File: src/rtl/v_div.sv
// Packed-SIMD radix-2 restoring divider: 4x8, 2x16 or 1x32 lanes run serially through
// one shared datapath, producing signed/unsigned quotients or remainders per lane.
module v_div (
    input  logic        clk,
    input  logic        nrst,
    input  logic [31:0] op_A,
    input  logic [31:0] op_B,
    input  logic [2:0]  sew,
    input  logic [1:0]  funct,
    input  logic        start,
    output logic        busy,
    output logic        done,
    output logic [31:0] result
);

    typedef enum logic [2:0] {
        S_IDLE,
        S_LOAD,
        S_DIV,
        S_FIX,
        S_DONE
    } state_t;

    state_t      r_state;
    logic        r_busy;
    logic        r_done;
    logic [31:0] r_result;
    logic [31:0] r_opa;
    logic [31:0] r_opb;
    logic [2:0]  r_sew;
    logic [1:0]  r_funct;
    logic        r_bad;
    logic [1:0]  r_lane;
    logic [4:0]  r_cnt;
    logic        r_neg_q;
    logic        r_neg_r;
    logic        r_div0;
    logic        r_ovf;
    logic [31:0] r_lane_a;
    logic [31:0] r_absb;
    logic [31:0] r_dvd;
    logic [31:0] r_quo;
    logic [31:0] r_rem;

    logic        w_sew_ok;
    logic [31:0] w_mask;
    logic [4:0]  w_msb;
    logic [4:0]  w_shamt;
    logic [1:0]  w_last;
    logic        w_signed;
    logic [31:0] w_a;
    logic [31:0] w_b;
    logic        w_sa;
    logic        w_sb;
    logic [31:0] w_abs_a;
    logic [31:0] w_abs_b;
    logic [31:0] w_min;
    logic [32:0] w_trial;
    logic        w_borrow;
    logic [31:0] w_diff;
    logic        w_ge;
    logic [31:0] w_q;
    logic [31:0] w_r;
    logic [31:0] w_val;
    logic [31:0] w_slot;

    assign w_sew_ok = (sew == 3'b000) || (sew == 3'b001) || (sew == 3'b010);

    // Lane geometry of the latched element width: lane mask, sign bit index, lane offset.
    always_comb begin
        w_mask  = 32'hFFFF_FFFF;
        w_msb   = 5'd31;
        w_shamt = 5'd0;
        w_last  = 2'd0;
        case (r_sew)
            3'b000: begin
                w_mask  = 32'h0000_00FF;
                w_msb   = 5'd7;
                w_shamt = {r_lane, 3'b000};
                w_last  = 2'd3;
            end
            3'b001: begin
                w_mask  = 32'h0000_FFFF;
                w_msb   = 5'd15;
                w_shamt = {r_lane[0], 4'b0000};
                w_last  = 2'd1;
            end
            default: ;
        endcase
    end

    assign w_signed = r_funct[0];
    assign w_a      = (r_opa >> w_shamt) & w_mask;
    assign w_b      = (r_opb >> w_shamt) & w_mask;
    assign w_sa     = w_signed & w_a[w_msb];
    assign w_sb     = w_signed & w_b[w_msb];
    assign w_abs_a  = w_sa ? ((~w_a + 32'd1) & w_mask) : w_a;
    assign w_abs_b  = w_sb ? ((~w_b + 32'd1) & w_mask) : w_b;
    assign w_min    = w_mask ^ (w_mask >> 1);

    // Dividend is left-aligned at load, so the next dividend bit is always r_dvd[31].
    assign w_trial              = {r_rem, r_dvd[31]};
    assign {w_borrow, w_diff}   = w_trial - {1'b0, r_absb};
    assign w_ge                 = ~w_borrow;

    always_comb begin
        w_q = r_neg_q ? (~r_quo + 32'd1) : r_quo;
        w_r = r_neg_r ? (~r_rem + 32'd1) : r_rem;
        if (r_div0) begin
            w_q = '1;
            w_r = r_lane_a;
        end else if (r_ovf) begin
            w_q = r_lane_a;
            w_r = '0;
        end
        w_val  = (r_funct[1] ? w_r : w_q) & w_mask;
        w_slot = w_mask << w_shamt;
    end

    always_ff @(posedge clk or negedge nrst) begin
        if (!nrst) begin
            r_state  <= S_IDLE;
            r_busy   <= 1'b0;
            r_done   <= 1'b0;
            r_result <= '0;
            r_opa    <= '0;
            r_opb    <= '0;
            r_sew    <= '0;
            r_funct  <= '0;
            r_bad    <= 1'b0;
            r_lane   <= '0;
            r_cnt    <= '0;
            r_neg_q  <= 1'b0;
            r_neg_r  <= 1'b0;
            r_div0   <= 1'b0;
            r_ovf    <= 1'b0;
            r_lane_a <= '0;
            r_absb   <= '0;
            r_dvd    <= '0;
            r_quo    <= '0;
            r_rem    <= '0;
        end else begin
            case (r_state)
                S_IDLE, S_DONE: begin
                    r_done <= 1'b0;
                    if (start) begin
                        r_opa    <= op_A;
                        r_opb    <= op_B;
                        r_sew    <= sew;
                        r_funct  <= funct;
                        r_result <= '0;
                        r_lane   <= '0;
                        r_busy   <= 1'b1;
                        // An invalid width spends a single busy cycle in FIX, writing nothing,
                        // so done still lands one edge after the accept.
                        r_bad    <= ~w_sew_ok;
                        r_state  <= w_sew_ok ? S_LOAD : S_FIX;
                    end else begin
                        r_state  <= S_IDLE;
                    end
                end
                S_LOAD: begin
                    r_neg_q  <= w_sa ^ w_sb;
                    r_neg_r  <= w_sa;
                    r_div0   <= (w_b == '0);
                    r_ovf    <= w_signed && (w_a == w_min) && (w_b == w_mask);
                    r_lane_a <= w_a;
                    r_absb   <= w_abs_b;
                    r_dvd    <= w_abs_a << (5'd31 - w_msb);
                    r_rem    <= '0;
                    r_quo    <= '0;
                    r_cnt    <= w_msb;
                    r_state  <= S_DIV;
                end
                S_DIV: begin
                    r_rem <= w_ge ? w_diff : w_trial[31:0];
                    r_quo <= {r_quo[30:0], w_ge};
                    r_dvd <= {r_dvd[30:0], 1'b0};
                    r_cnt <= r_cnt - 5'd1;
                    if (r_cnt == 5'd0) begin
                        r_state <= S_FIX;
                    end
                end
                S_FIX: begin
                    if (!r_bad) begin
                        r_result <= (r_result & ~w_slot) | (w_val << w_shamt);
                    end
                    if (r_bad || (r_lane == w_last)) begin
                        r_busy  <= 1'b0;
                        r_done  <= 1'b1;
                        r_state <= S_DONE;
                    end else begin
                        r_lane  <= r_lane + 2'd1;
                        r_state <= S_LOAD;
                    end
                end
                default: begin
                    r_state <= S_IDLE;
                end
            endcase
        end
    end

    assign busy   = r_busy;
    assign done   = r_done;
    assign result = r_result;

endmodule

File: config.mk
export PLATFORM = sky130hd
export DESIGN_NAME = v_div
export DESIGN_NICKNAME = d
export VERILOG_FILES = /design/src/rtl/v_div.sv
export SDC_FILE = /design/constraint.sdc
export NUM_CORES = 1
export LEC_CHECK = 0
export BUFFER_PORTS_ARGS = -buffer_cell sky130_fd_sc_hd__buf_2
export CAP_MARGIN = 20
export CELL_PAD_IN_SITES_DETAIL_PLACEMENT = 0
export CELL_PAD_IN_SITES_GLOBAL_PLACEMENT = 1
export CORE_ASPECT_RATIO = 1.4
export CORE_UTILIZATION = 49
export CTS_BUF_LIST = sky130_fd_sc_hd__clkbuf_4 sky130_fd_sc_hd__clkbuf_8
export CTS_CLUSTER_SIZE = 30
export DETAILED_ROUTE_END_ITERATION = 10
export GPL_ROUTABILITY_DRIVEN = 0
export PLACE_DENSITY_LB_ADDON = 0.1
export SYNTH_ARGS = -nofsm -noshare
export SYNTH_HDL_FRONTEND = slang
export SYNTH_SLANG_ARGS = --single-unit
File: constraint.sdc
create_clock -name clk -period 4.49 [get_ports clk]
set_input_delay 0.449 -clock clk [delete_from_list [all_inputs] [get_ports clk]]
set_output_delay 0.449 -clock clk [all_outputs]
set_load 0.01 [all_outputs]
## After elaboration in Yosys (flattened, before gate mapping)

Index checks and enable logic that the tools add are counted.

- Bits of input ports: 72
- Bits in registers: 278

- Order comparisons: 1
- Shift-type cells: 5
- Reductions and logical operators: 18
- Add/subtract/negate cells: 8
- Equality and inequality tests: 15
- Multiplexer cells: 38
- Bitwise logic cells: 18

Operator list:

| kind | number |
|---|---|
| $mux 32 | 12 |
| $pmux 32 s2 | 5 |
| $and 32x32->32 | 6 |
| $not 32->32 | 5 |
| $add 32x1->32 const B | 4 |
| $shl 32x5->32 | 3 |
| $eq 32x32->1 | 2 |
| $shr 32x5->32 | 2 |
| $sub 33x32->33 | 1 |
| $logic_not 32->1 | 1 |
| $or 32x32->32 | 1 |
| $xor 32x31->32 | 1 |
| $pmux 5 s2 | 3 |
| $pmux 3 s4 | 1 |
| $bmux 1 s5 | 2 |
| $ne 2x2->1 const B | 5 |
| $eq 3x1->1 const B | 3 |
| $eq 3x2->1 const B | 3 |
| $logic_not 3->1 | 3 |
| $reduce_and 3->1 | 3 |
| $mux 2 | 4 |
| $pmux 2 s2 | 2 |
| $lt 5x6->1 const B | 1 |
| $mux 3 | 2 |
| 16 further kinds | 28 |

## Depth between registers and ports, before layout

Gate-level depths: netlist of run 1.

- Depth after elaboration: 11
- Mapped depth: 19
- Depth with buffers taken out: 12

## Worst setup path after synthesis of run 1

OpenSTA, ideal clock, no wires.

- Kind: register -> register
- Start point: register r_sew[2]
- End point: register r_dvd[30]
- Setup slack: 0.449 ns
- Library setup time: 0.136 ns
- Period minus slack after synthesis: 4.041 ns
- Stages on the path, launching flop included: 20
- Arrival time: 3.905 ns
- Path through: dfrtp_1 > or4b_1 > buf_2 > buf_6 > buf_6 > buf_8 > buf_2 > buf_1 > clkbuf_1 > nand2_1 > nand3_1 > nand2_1 > ha_1 > a21boi_0 > a22oi_1 > nor3_2 > nand4_2 > o31ai_1 > mux2i_1 > o211ai_1

- Cells in the longest elaborated chain, start to end: 10
- Elaborated cells on any way between the ends: 17
- Classes of those cells: 2 x add/sub; 1 x eq/ne; 2 x shift; 7 x mux; 4 x bitwise; 1 x reduce/logical

Ends and longest elaborated chain:

| item | line | source |
|---|---|---|
| from (decl) | 30 | `logic [2:0] r_sew;` |
| from (signal assigned) | 149 | `r_sew <= sew;` |
| $eq 3x1->1 / $logic_not 3->1 (equally long branches) | 75 | `case (r_sew)` |
| $pmux 5 s2 | 75 |  |
| $shr 32x5->32 | 93 | `assign w_a = (r_opa >> w_shamt) & w_mask;` |
| $and 32x32->32 | 93 |  |
| $not 32->32 / $bmux 1 s5 (equally long branches) | 97, 95 |  |
| $add 32x1->32 / $mux 1 (equally long branches) | 97, 95 |  |
| $and 32x32->32 / $and 1x1->1 (equally long branches) | 97, 95 |  |
| $mux 32 | 97 | `assign w_abs_a = w_sa ? ((~w_a + 32'd1) & w_mask) : w_a;` |
| $shl 32x5->32 (*) | 169 | `r_dvd <= w_abs_a << (5'd31 - w_msb);` |
| $pmux 32 s2 (*) | 143 | `case (r_state)` |
| to (signal assigned) | 169 |  |
| to (signal assigned) | 178 | `r_dvd <= {r_dvd[30:0], 1'b0};` |
| to (decl) | 41 | `logic [31:0] r_dvd;` |

Every way passes the cells marked *; elsewhere a longest branch is shown, timed or not. The select of a mux whose other input is x is not followed.
A chain may end at the register's enable or synchronous reset.

## Worst setup path in the final report of run 1

- Start point: register r_sew[2]
- End point: register r_absb[30]

- Cells in the longest elaborated chain, start to end: 8
- Elaborated cells on any way between the ends: 14
- Classes of those cells: 1 x add/sub; 1 x eq/ne; 1 x shift; 6 x mux; 4 x bitwise; 1 x reduce/logical

Ends and longest elaborated chain:

| item | line | source |
|---|---|---|
| $eq 3x1->1 / $logic_not 3->1 (equally long branches) | 75 |  |
| $pmux 5 s2 | 75 |  |
| $shr 32x5->32 | 94 | `assign w_b = (r_opb >> w_shamt) & w_mask;` |
| $and 32x32->32 | 94 |  |
| $not 32->32 / $bmux 1 s5 (equally long branches) | 98, 96 |  |
| $add 32x1->32 / $mux 1 (equally long branches) | 98, 96 |  |
| $and 32x32->32 / $and 1x1->1 (equally long branches) | 98, 96 |  |
| $mux 32 (*) | 98 | `assign w_abs_b = w_sb ? ((~w_b + 32'd1) & w_mask) : w_b;` |
| to (signal assigned) | 168 | `r_absb <= w_abs_b;` |
| to (decl) | 40 | `logic [31:0] r_absb;` |

Marks and branches as above.

==> Flow_metrics.wiki, run 1 <==
{| class="wikitable"
! Metric !! Value
|-
| Mean area per synthesized cell || 8.24 um^2
|-
| Global Route Usage Sum || 33.7%
|-
| Fraction of final layout cells with drive strength greater than 1 || 13.0%
|-
| Final period utilization || 91.2%
|-
| Final std cell area, no fill || 21000 um^2
|-
| Xor and xnor fraction of the mapped netlist area || roughly 5.3%
|-
| Layout Area Growth over Synthesis || 11.0%
|-
| Total DRC errors in the routed layout || 0
|-
| Number of filler instances in the final layout || 3556
|-
| Most common cell after layout, fill and taps aside || sky130_fd_sc_hd__nand2_1
|-
| Clk pwr share || around 14%
|-
| Floorplan row count || 84
|-
| Hold path depth || 3
|-
| Sequential standard cell area || 6960 um^2
|-
| Clock tree from TritonCTS || done
|-
| CP startpoint kind || register
|-
| Fraction of synthesized cell area taken by the top area cell type || 36.7%
|-
| Reg-to-reg endpoint || r_absb[30]$_DFFE_PN0P_
|-
| Class of the worst hold path || input pin to register
|-
| Number of search-and-repair iterations in the first detailed-routing pass || 6
|-
| Placed Instance Area || approximately 20000 um^2
|-
| Met3 demand-to-capacity share in global routing || under 10%
|-
| Via Count || 18500
|-
| Arrival time of the worst setup path || 4.57 ns
|-
| Most frequent cells in the layout || sky130_fd_sc_hd__nand2_1 (448), sky130_fd_sc_hd__dfrtp_1 (278), sky130_fd_sc_hd__o21ai_0 (180), sky130_fd_sc_hd__nor2_1 (128), sky130_fd_sc_hd__buf_2 (104)
|-
| Detailed Route WL || 66.8 mm
|-
| Number of clock sinks || 278
|-
| Pin count of the biggest net entering global routing || between 100 and 150
|-
| Setup violators final || 0
|-
| Min-Delay Endpoint || r_opb[22]$_DFFE_PN0P_
|-
| Worst-margin pin slew || 1.33 ns
|-
| Worst EP required || 4.97 ns
|-
| Met1 Track Usage GR || 44.4%
|-
| Core ar. || 37800 um^2
|-
| Proportion of synthesized area in mux cells || 5.31%
|-
| Register area share after synthesis || 36.7%
|-
| Cell-internal power || 8.85 mW
|-
| Fin crit period || 4.09 ns
|-
| Quantity of I/O buffers inserted on ports || 105
|-
| Reported max-cap violation count || 0
|-
| Grt total ovfl || 0
|-
| CTS clk-pin slew, worst paths || 0.06 ns
|-
| Post-CTS Setup Bufs || 0
|-
| Ys async rst share || 100%
|-
| Dominant combinational cell family by area after synthesis || compound AO/OA/AOI/OAI gates
|-
| Critical setup path kind || register to register
|-
| Sw Share || 51.5%
|-
| Post-synth design cell area || around 19000 um^2
|-
| Source of the worst register-to-register timing path || r_sew[2]$_DFFE_PN0P_
|-
| Root buf cell || sky130_fd_sc_hd__clkbuf_8
|-
| PostCTS Resize Cnt || 0
|-
| HPWL reported at the end of detailed placement || 48.1 mm
|-
| TritonCTS buffer count || 47
|-
| Gate power share || 60.0%
|-
| Die H || 235 um
|-
| Cells along the critical path || or4b_2 > buf_4 > mux2i_1 > mux2i_1 > inv_1 > ha_1 > nand3_1 > or3b_1 > nor4b_2 > mux2i_1 > nand2_1
|-
| Worst IR Drop VDD || 0.490 mV
|-
| Area of the die || slightly below 40000 um^2
|-
| Buffers from clock root to sink, at most || 3
|-
| Post-detailed-route wirelength per cell || 23.3 um
|-
| Synthesized net count || 2413
|-
| Via density per instance || 6.45
|-
| Number of enable flip-flop cells after synthesis || 0
|-
| Rel. slew slack || 11.4%
|-
| Worst-case clock skew || about 0.034 ns
|-
| CTS hold repair buffers || 1
|-
| Register bit count reported by yosys || 278
|-
| Largest fanout on the critical path || 38
|-
| Launch instance of the worst min-delay path || op_B[22]
|-
| Post-layout net count || 2466
|-
| Dominant synthesized flop cell || sky130_fd_sc_hd__dfrtp_1
|-
| Horiz. Die Dim || between 150 and 200 um
|-
| Worst Reg2Reg Path Length in Cells || 11
|-
| Antenna fix cells || 0
|-
| Final slew viol count || 0
|-
| Static leakage || 9.66 nW
|-
| Power density over cell area || 868 nW/um^2
|-
| Met2 Resource Use GR || 53.3%
|-
| Grt peak-use layer || met2
|-
| Final count of hold timing violations || 0
|-
| Number of global-route vias before repair || 17700
|-
| Status || finished clean
|-
| Leading post-synthesis cells by cell area || sky130_fd_sc_hd__dfrtp_1 (37%), sky130_fd_sc_hd__nand2_1 (8.9%), sky130_fd_sc_hd__o21ai_0 (4.8%), sky130_fd_sc_hd__mux2i_1 (4.6%), sky130_fd_sc_hd__xnor2_1 (2.7%)
|-
| Kind of end point of the critical path || register
|-
| Maximum level of the CTS H-tree || 2
|-
| Switching component of the power || 9.40 mW
|-
| Maximum clock frequency || 244 MHz
|-
| Most frequent CP cell || sky130_fd_sc_hd__mux2i_1
|-
| Post-synth cell types || 89
|-
| Register-to-Register Setup Slack || 0.40 ns
|-
| Synth warn || 0
|-
| Syn Inst Count || 2301
|-
| Multi-input combinational cell area || 11100 um^2
|-
| Antenna violations before repair || 1
|-
| Starting density of the core || 50.1%
|-
| I/O Pins || 106
|-
| Sequential group share of total power || 26.1%
|-
| RSZ-0062 raised after global routing || no
|-
| Synthesized-area fraction occupied by ao, oa, aoi and oai cells || 24.0%
|-
| Synth Area in Simple Gates || 21.0%
|-
| Final TNS setup || 0 ns
|-
| Adder-cell share of the synthesized area || 2.68%
|-
| Worst skew pair latency || approximately 0.6 ns
|-
| Crit path max-delay cell type || sky130_fd_sc_hd__or4b_2
|-
| Area leader, netlist || sky130_fd_sc_hd__dfrtp_1
|-
| Crit path largest cell delay || 0.86 ns
|-
| Global-route wire length before repair || 104 mm
|-
| DRC marker count from the first detailed-route iteration || approximately 1800
|-
| Antenna violation net count after detailed routing || 0
|}
worst max-delay path, delay by kind of cell (launching register included):
kind                       cells  cell delay, ns
adders and majority gates      1            0.19
buffers and inverters          2            0.48
DFF                            1            0.53
muxes                          3            0.78
and+or+nand+nor                5            1.98
kinds of logic after synthesis:
group | after synthesis
and+or+nand+nor | 865
AOI/OAI and AO/OA | 667
DFF | 278
buffers and inverters | 237
xor gates and xnor gates | 115
muxes | 99
adders and majority gates | 40
cell type report:
cell class / instances / share of cell area [%]
Timing Repair Buffer: 166 / 4.91
Clock buffer: 75 / 4.46
Clock inverter: 11 / 0.541
Sequential cell: 278 / 33.1
Inverter: 75 / 1.34
Tap cell: 473 / 2.81
Multi-Input combinational cell: 1786 / 52.8
state kept, by name (all words and copies together) (netlist names), 3 cells and up:
name and count:
result 32, r_dvd 32, r_state 3, r_quo 32, r_opa 32, r_lane_a 32, r_opb 32, r_sew 3
r_absb 32, r_rem 32, r_cnt 5
worst max-delay path by stage:
stage                                startpoint                      to  slack (ns)
after CTS                  r_sew[2]$_DFFE_PN0P_  r_absb[30]$_DFFE_PN0P_        0.48
after floorplan            r_sew[2]$_DFFE_PN0P_   r_dvd[30]$_DFFE_PN0P_        0.45
after global placement    r_dvd[31]$_DFFE_PN0P_   r_rem[13]$_DFFE_PN0P_        0.60
final                      r_sew[2]$_DFFE_PN0P_  r_absb[30]$_DFFE_PN0P_        0.40
after global routing      r_dvd[31]$_DFFE_PN0P_   r_rem[19]$_DFFE_PN0P_        0.15
after detailed placement   r_sew[2]$_DFFE_PN0P_  r_absb[30]$_DFFE_PN0P_        0.49
cell usage after synthesis, types with 29 or more instances:
cell	number
sky130_fd_sc_hd__nor2_1	130
sky130_fd_sc_hd__a22oi_1	38
sky130_fd_sc_hd__xor2_1	57
sky130_fd_sc_hd__ha_1	39
sky130_fd_sc_hd__a22o_1	43
sky130_fd_sc_hd__a21oi_1	93
sky130_fd_sc_hd__xnor2_1	58
sky130_fd_sc_hd__o22ai_1	31
sky130_fd_sc_hd__inv_1	72
sky130_fd_sc_hd__nor3_1	56
sky130_fd_sc_hd__a31oi_1	29
sky130_fd_sc_hd__nand2_1	449
sky130_fd_sc_hd__mux2i_1	87
sky130_fd_sc_hd__o31ai_1	35
sky130_fd_sc_hd__clkbuf_1	126
sky130_fd_sc_hd__nand3_1	48
sky130_fd_sc_hd__dfrtp_1	278
sky130_fd_sc_hd__o21ai_0	181
power by group through the flow:
| stage | sequential (mW) | combinational [mW] | clock (mW) |
|---|---|---|---|
| after floorplan | 4.11 | 7.71 | 0 |
| after global placement | 4.71 | 10.5 | 0 |
| after detailed placement | 4.74 | 10.7 | 0 |
| after CTS | 4.70 | 10.7 | 2.58 |
| after global routing | 4.86 | 11.9 | 2.68 |
| final | 4.77 | 10.9 | 2.54 |
per-stage QoR:
stage / util [%] / total power, mW / hold WS (ns) / setup slack, ns / std cells
after global placement: 52.8 / 15.2 / 0.460 / 0.604 / 2777
after global routing: 55.6 / 19.4 / 0.0362 / 0.155 / 2864
after detailed placement: 52.8 / 15.4 / 0.464 / 0.491 / 2777
final: 55.6 / 18.3 / 0.0466 / 0.396 / 2864
after CTS: 55.6 / 18.0 / 0.0162 / 0.476 / 2864
after floorplan: - / 11.8 / 0.153 / 0.449 / 2301
per-layer routing:
metal | up-vias | part of all wire [%]
met5 | - | 0.019
met4 | 2 | 5.8
met3 | 230 | 7.3
met2 | 883 | 46
met1 | 8898 | 41
li1 | 8448 | -
No activity file was read; power rests on OpenSTA's default activity.
==> inputs of run 2 (changes only) <==
==> config.mk (replaced) <==
export PLATFORM = sky130hd
export DESIGN_NAME = v_div
export DESIGN_NICKNAME = d
export VERILOG_FILES = /design/src/rtl/v_div.sv
export SDC_FILE = /design/constraint.sdc
export NUM_CORES = 1
export LEC_CHECK = 0
export ABC_AREA = 1
export BUFFER_PORTS_ARGS = -buffer_cell sky130_fd_sc_hd__buf_2
export CAP_MARGIN = 20
export CELL_PAD_IN_SITES_DETAIL_PLACEMENT = 0
export CELL_PAD_IN_SITES_GLOBAL_PLACEMENT = 1
export CORE_ASPECT_RATIO = 0.75
export CORE_UTILIZATION = 46
export CTS_BUF_LIST = sky130_fd_sc_hd__clkbuf_4 sky130_fd_sc_hd__clkbuf_8
export CTS_CLUSTER_SIZE = 30
export DETAILED_ROUTE_END_ITERATION = 10
export GPL_ROUTABILITY_DRIVEN = 0
export PLACE_DENSITY_LB_ADDON = 0.1
export REMOVE_ABC_BUFFERS = 1
export SYNTH_ARGS = -nofsm -noshare
export SYNTH_HDL_FRONTEND = slang
export SYNTH_SLANG_ARGS = --single-unit
==> Flow_metrics.wiki, run 2 <==
{| class="wikitable"
! Metric !! Value
|-
| Root buf cell || sky130_fd_sc_hd__clkbuf_8
|-
| Proportion of synthesized area in mux cells || 0%
|-
| Synthesized-area fraction occupied by ao, oa, aoi and oai cells || ~15%
|-
| Class of the worst hold path || input pin to register
|-
| Status || finished clean
|-
| Worst skew pair latency || ~0.62 ns
|-
| Kind of end point of the critical path || register
|-
| Floorplan row count || 65
|-
| RSZ-0062 raised after global routing || no
|-
| Largest fanout on the critical path || 37
|-
| CP startpoint kind || register
|-
| I/O Pins || 106
|-
| Area of the die || 44000 um^2
|-
| Rel. slew slack || 23.7%
|-
| Starting density of the core || 47.0%
|-
| Reported max-cap violation count || 0
|-
| Number of enable flip-flop cells after synthesis || 0
|-
| Synth warn || 0
|-
| Fraction of final layout cells with drive strength greater than 1 || a little under a tenth
|-
| Dominant synthesized flop cell || sky130_fd_sc_hd__dfrtp_1
|-
| Via density per instance || 5.64
|-
| Adder-cell share of the synthesized area || between 2 and 3%
|-
| Sequential standard cell area || between 6000 and 7000 um^2
|-
| List of most frequent post-synthesis cells || sky130_fd_sc_hd__nand2_1 (1058), sky130_fd_sc_hd__nand3_1 (311), sky130_fd_sc_hd__inv_1 (309), sky130_fd_sc_hd__dfrtp_1 (278), sky130_fd_sc_hd__o21ai_0 (213)
|-
| Pin count of the biggest net entering global routing || 111
|-
| Final period utilization || 82.1%
|-
| Die H || 182 um
|-
| Fin crit period || 3.68 ns
|-
| Antenna fix cells || 0
|-
| Synth Area in Simple Gates || 36.4%
|-
| Post-layout net count || between 3000 and 4000
|-
| HPWL reported at the end of detailed placement || 51.8 mm
|-
| Mean area per synthesized cell || 6.49 um^2
|-
| Number of global-route vias before repair || 19700
|-
| Post-detailed-route wirelength per cell || 18.8 um
|-
| CTS clk-pin slew, worst paths || 0.06 ns
|-
| Quantity of I/O buffers inserted on ports || about 110
|-
| Via Count || 21000
|-
| Post-synth cell types || 52
|-
| Global-route wire length before repair || 111 mm
|-
| Leading post-synthesis cells by cell area || sky130_fd_sc_hd__dfrtp_1 (35%), sky130_fd_sc_hd__nand2_1 (20%), sky130_fd_sc_hd__nand3_1 (7.8%), sky130_fd_sc_hd__inv_1 (5.8%), sky130_fd_sc_hd__o21ai_0 (5.4%)
|-
| Number of filler instances in the final layout || around 4400
|-
| Number of clock sinks || 278
|-
| Post-CTS Setup Bufs || 0
|-
| Register bit count reported by yosys || 278
|-
| Final count of hold timing violations || 0
|-
| Number of search-and-repair iterations in the first detailed-routing pass || 8
|-
| Area leader, netlist || sky130_fd_sc_hd__dfrtp_1
|-
| Detailed Route WL || 69.8 mm
|-
| Layout Area Growth over Synthesis || 10.8%
|-
| Fraction of synthesized cell area taken by the top area cell type || about a third
|-
| Worst-case clock skew || between 0.02 and 0.03 ns
|-
| Most frequent cells in the layout || sky130_fd_sc_hd__nand2_1 (1057), sky130_fd_sc_hd__nand3_1 (311), sky130_fd_sc_hd__inv_1 (309), sky130_fd_sc_hd__dfrtp_1 (278), sky130_fd_sc_hd__o21ai_0 (213)
|-
| Core ar. || 42300 um^2
|-
| Number of placed instances, taps included || 3628
|-
| Syn Inst Count || 3060
|-
| Total DRC errors in the routed layout || 0
|-
| Xor and xnor fraction of the mapped netlist area || 1.85%
|-
| DRC marker count from the first detailed-route iteration || 2395
|-
| Arrival time of the worst setup path || 4.19 ns
|-
| Most common cell after layout, fill and taps aside || sky130_fd_sc_hd__nand2_1
|-
| Filler-free cell count of the finished design || approximately 3700
|-
| Setup violators final || 0
|-
| Most frequent cell after synthesis || sky130_fd_sc_hd__nand2_1
|-
| Post-synth design cell area || just under 20000 um^2
|-
| Worst-margin pin slew || between 1 and 1.5 ns
|-
| Antenna violation net count after detailed routing || 0
|-
| PostCTS Resize Cnt || 0
|-
| Final slew viol count || 0
|-
| Final TNS setup || 0 ns
|-
| Ys async rst share || 100%
|-
| Antenna violations before repair || 1
|-
| Register area share after synthesis || 35.0%
|-
| Horiz. Die Dim || 242 um
|-
| Worst EP required || 5.00 ns
|-
| Buffers from clock root to sink, at most || 3
|-
| Maximum clock frequency || 271 MHz
|-
| Multi-input combinational cell area || ~11000 um^2
|-
| Critical setup path kind || register to register
|-
| Dominant combinational cell family by area after synthesis || simple AND/OR/NAND/NOR gates
|-
| Grt total ovfl || 0
|-
| Clock tree from TritonCTS || done
|-
| TritonCTS buffer count || 48
|-
| Maximum level of the CTS H-tree || 2
|-
| Global Route Usage Sum || 31.7%
|}
run 2: cell count changes after synthesis, sizes merged, moves of 26 or more:
cell / delta
mux2i: -87
a22o: -43
clkbuf: -39
o21ai: +73
nor2: +78
xnor2: -44
nand2: +614
xor2: -29
o31ai: -31
nand3: +266
nand4: +41
inv: +246
a31oi: -26
buf: +26
run 2: per-stage QoR:
stage                     instance area, um^2  hold slack (ns)  worst slack, ns  util, %
final                                   22000           0.0342            0.806     52.0
after global routing                    22000           0.0285            0.484     52.0
after CTS                               22000          0.00519            0.833     52.0
after detailed placement                20800            0.460            0.897     49.2
after global placement                  20800            0.452            0.961     49.1
after floorplan                         19200            0.153            -2.71        -
run 2: critical path, stage by stage (launching register included):
cell	delay (ns)
sky130_fd_sc_hd__dfrtp_1	0.47
sky130_fd_sc_hd__ha_1	0.36
sky130_fd_sc_hd__inv_1	0.07
sky130_fd_sc_hd__o21ai_0	0.27
sky130_fd_sc_hd__a31oi_1	0.17
sky130_fd_sc_hd__o21ai_0	0.36
sky130_fd_sc_hd__a21oi_1	0.13
sky130_fd_sc_hd__inv_1	0.12
sky130_fd_sc_hd__nand3_1	0.09
sky130_fd_sc_hd__nand3_1	0.12
sky130_fd_sc_hd__nand2_2	0.43
sky130_fd_sc_hd__inv_2	0.64
sky130_fd_sc_hd__nand2_1	0.14
sky130_fd_sc_hd__nand3_1	0.12
sky130_fd_sc_hd__nand2_1	0.06
run 2: layout make-up:
class	instances	area share, %
clock inverters	15	1.09
clock buffers	74	4.37
well taps	569	3.24
inverters	324	5.53
flip-flops and latches	278	31.6
multi-input cells	2309	50.1
repair buffers	149	4.06
run 2: worst paths after layout:
kind	from	to	slack [ns]	cells past startpoint
setup / recovery	r_rem[8]$_DFFE_PN0P_	r_rem[16]$_DFFE_PN0P_	0.81	14
hold / removal	op_A[11]	r_opa[11]$_DFFE_PN0P_	0.03	3
setup reg to reg	r_rem[8]$_DFFE_PN0P_	r_rem[16]$_DFFE_PN0P_	0.81	14
hold reg to reg	busy$_DFFE_PN0P_	busy$_DFFE_PN0P_	0.47	2
max in group asynchronous	nrst	r_absb[21]$_DFFE_PN0P_	2.75	3
min in group asynchronous	nrst	r_rem[24]$_DFFE_PN0P_	0.46	2
run 2: metal layers:
layer	vias up	track usage [%]	part of all wire, %
li1	10100	-	-
met1	9791	47.7	47
met2	957	44.7	40
met3	111	7.98	10
met4	2	8.15	2.3
met5	-	0	0.019
run 2: what timing repair did:
action / 4_1_cts / 5_1_grt
endpoints found under the hold margin: 58 / 0
endpoints found under the setup margin: 0 / 0
hold buffers: 1 / 0
run 2: cell families (layout without fill, tap and decap cells):
group / Yosys count / count (layout)
compound gates: 510 / 510
buf+inv: 473 / 562
xor+xnor: 42 / 42
simple gates: 1717 / 1717
flops: 278 / 278
fa+ha+maj: 40 / 40
Power of run 2 is not shown: default switching activity piles up to over one toggle a cycle in this logic, so the estimate is an artifact.
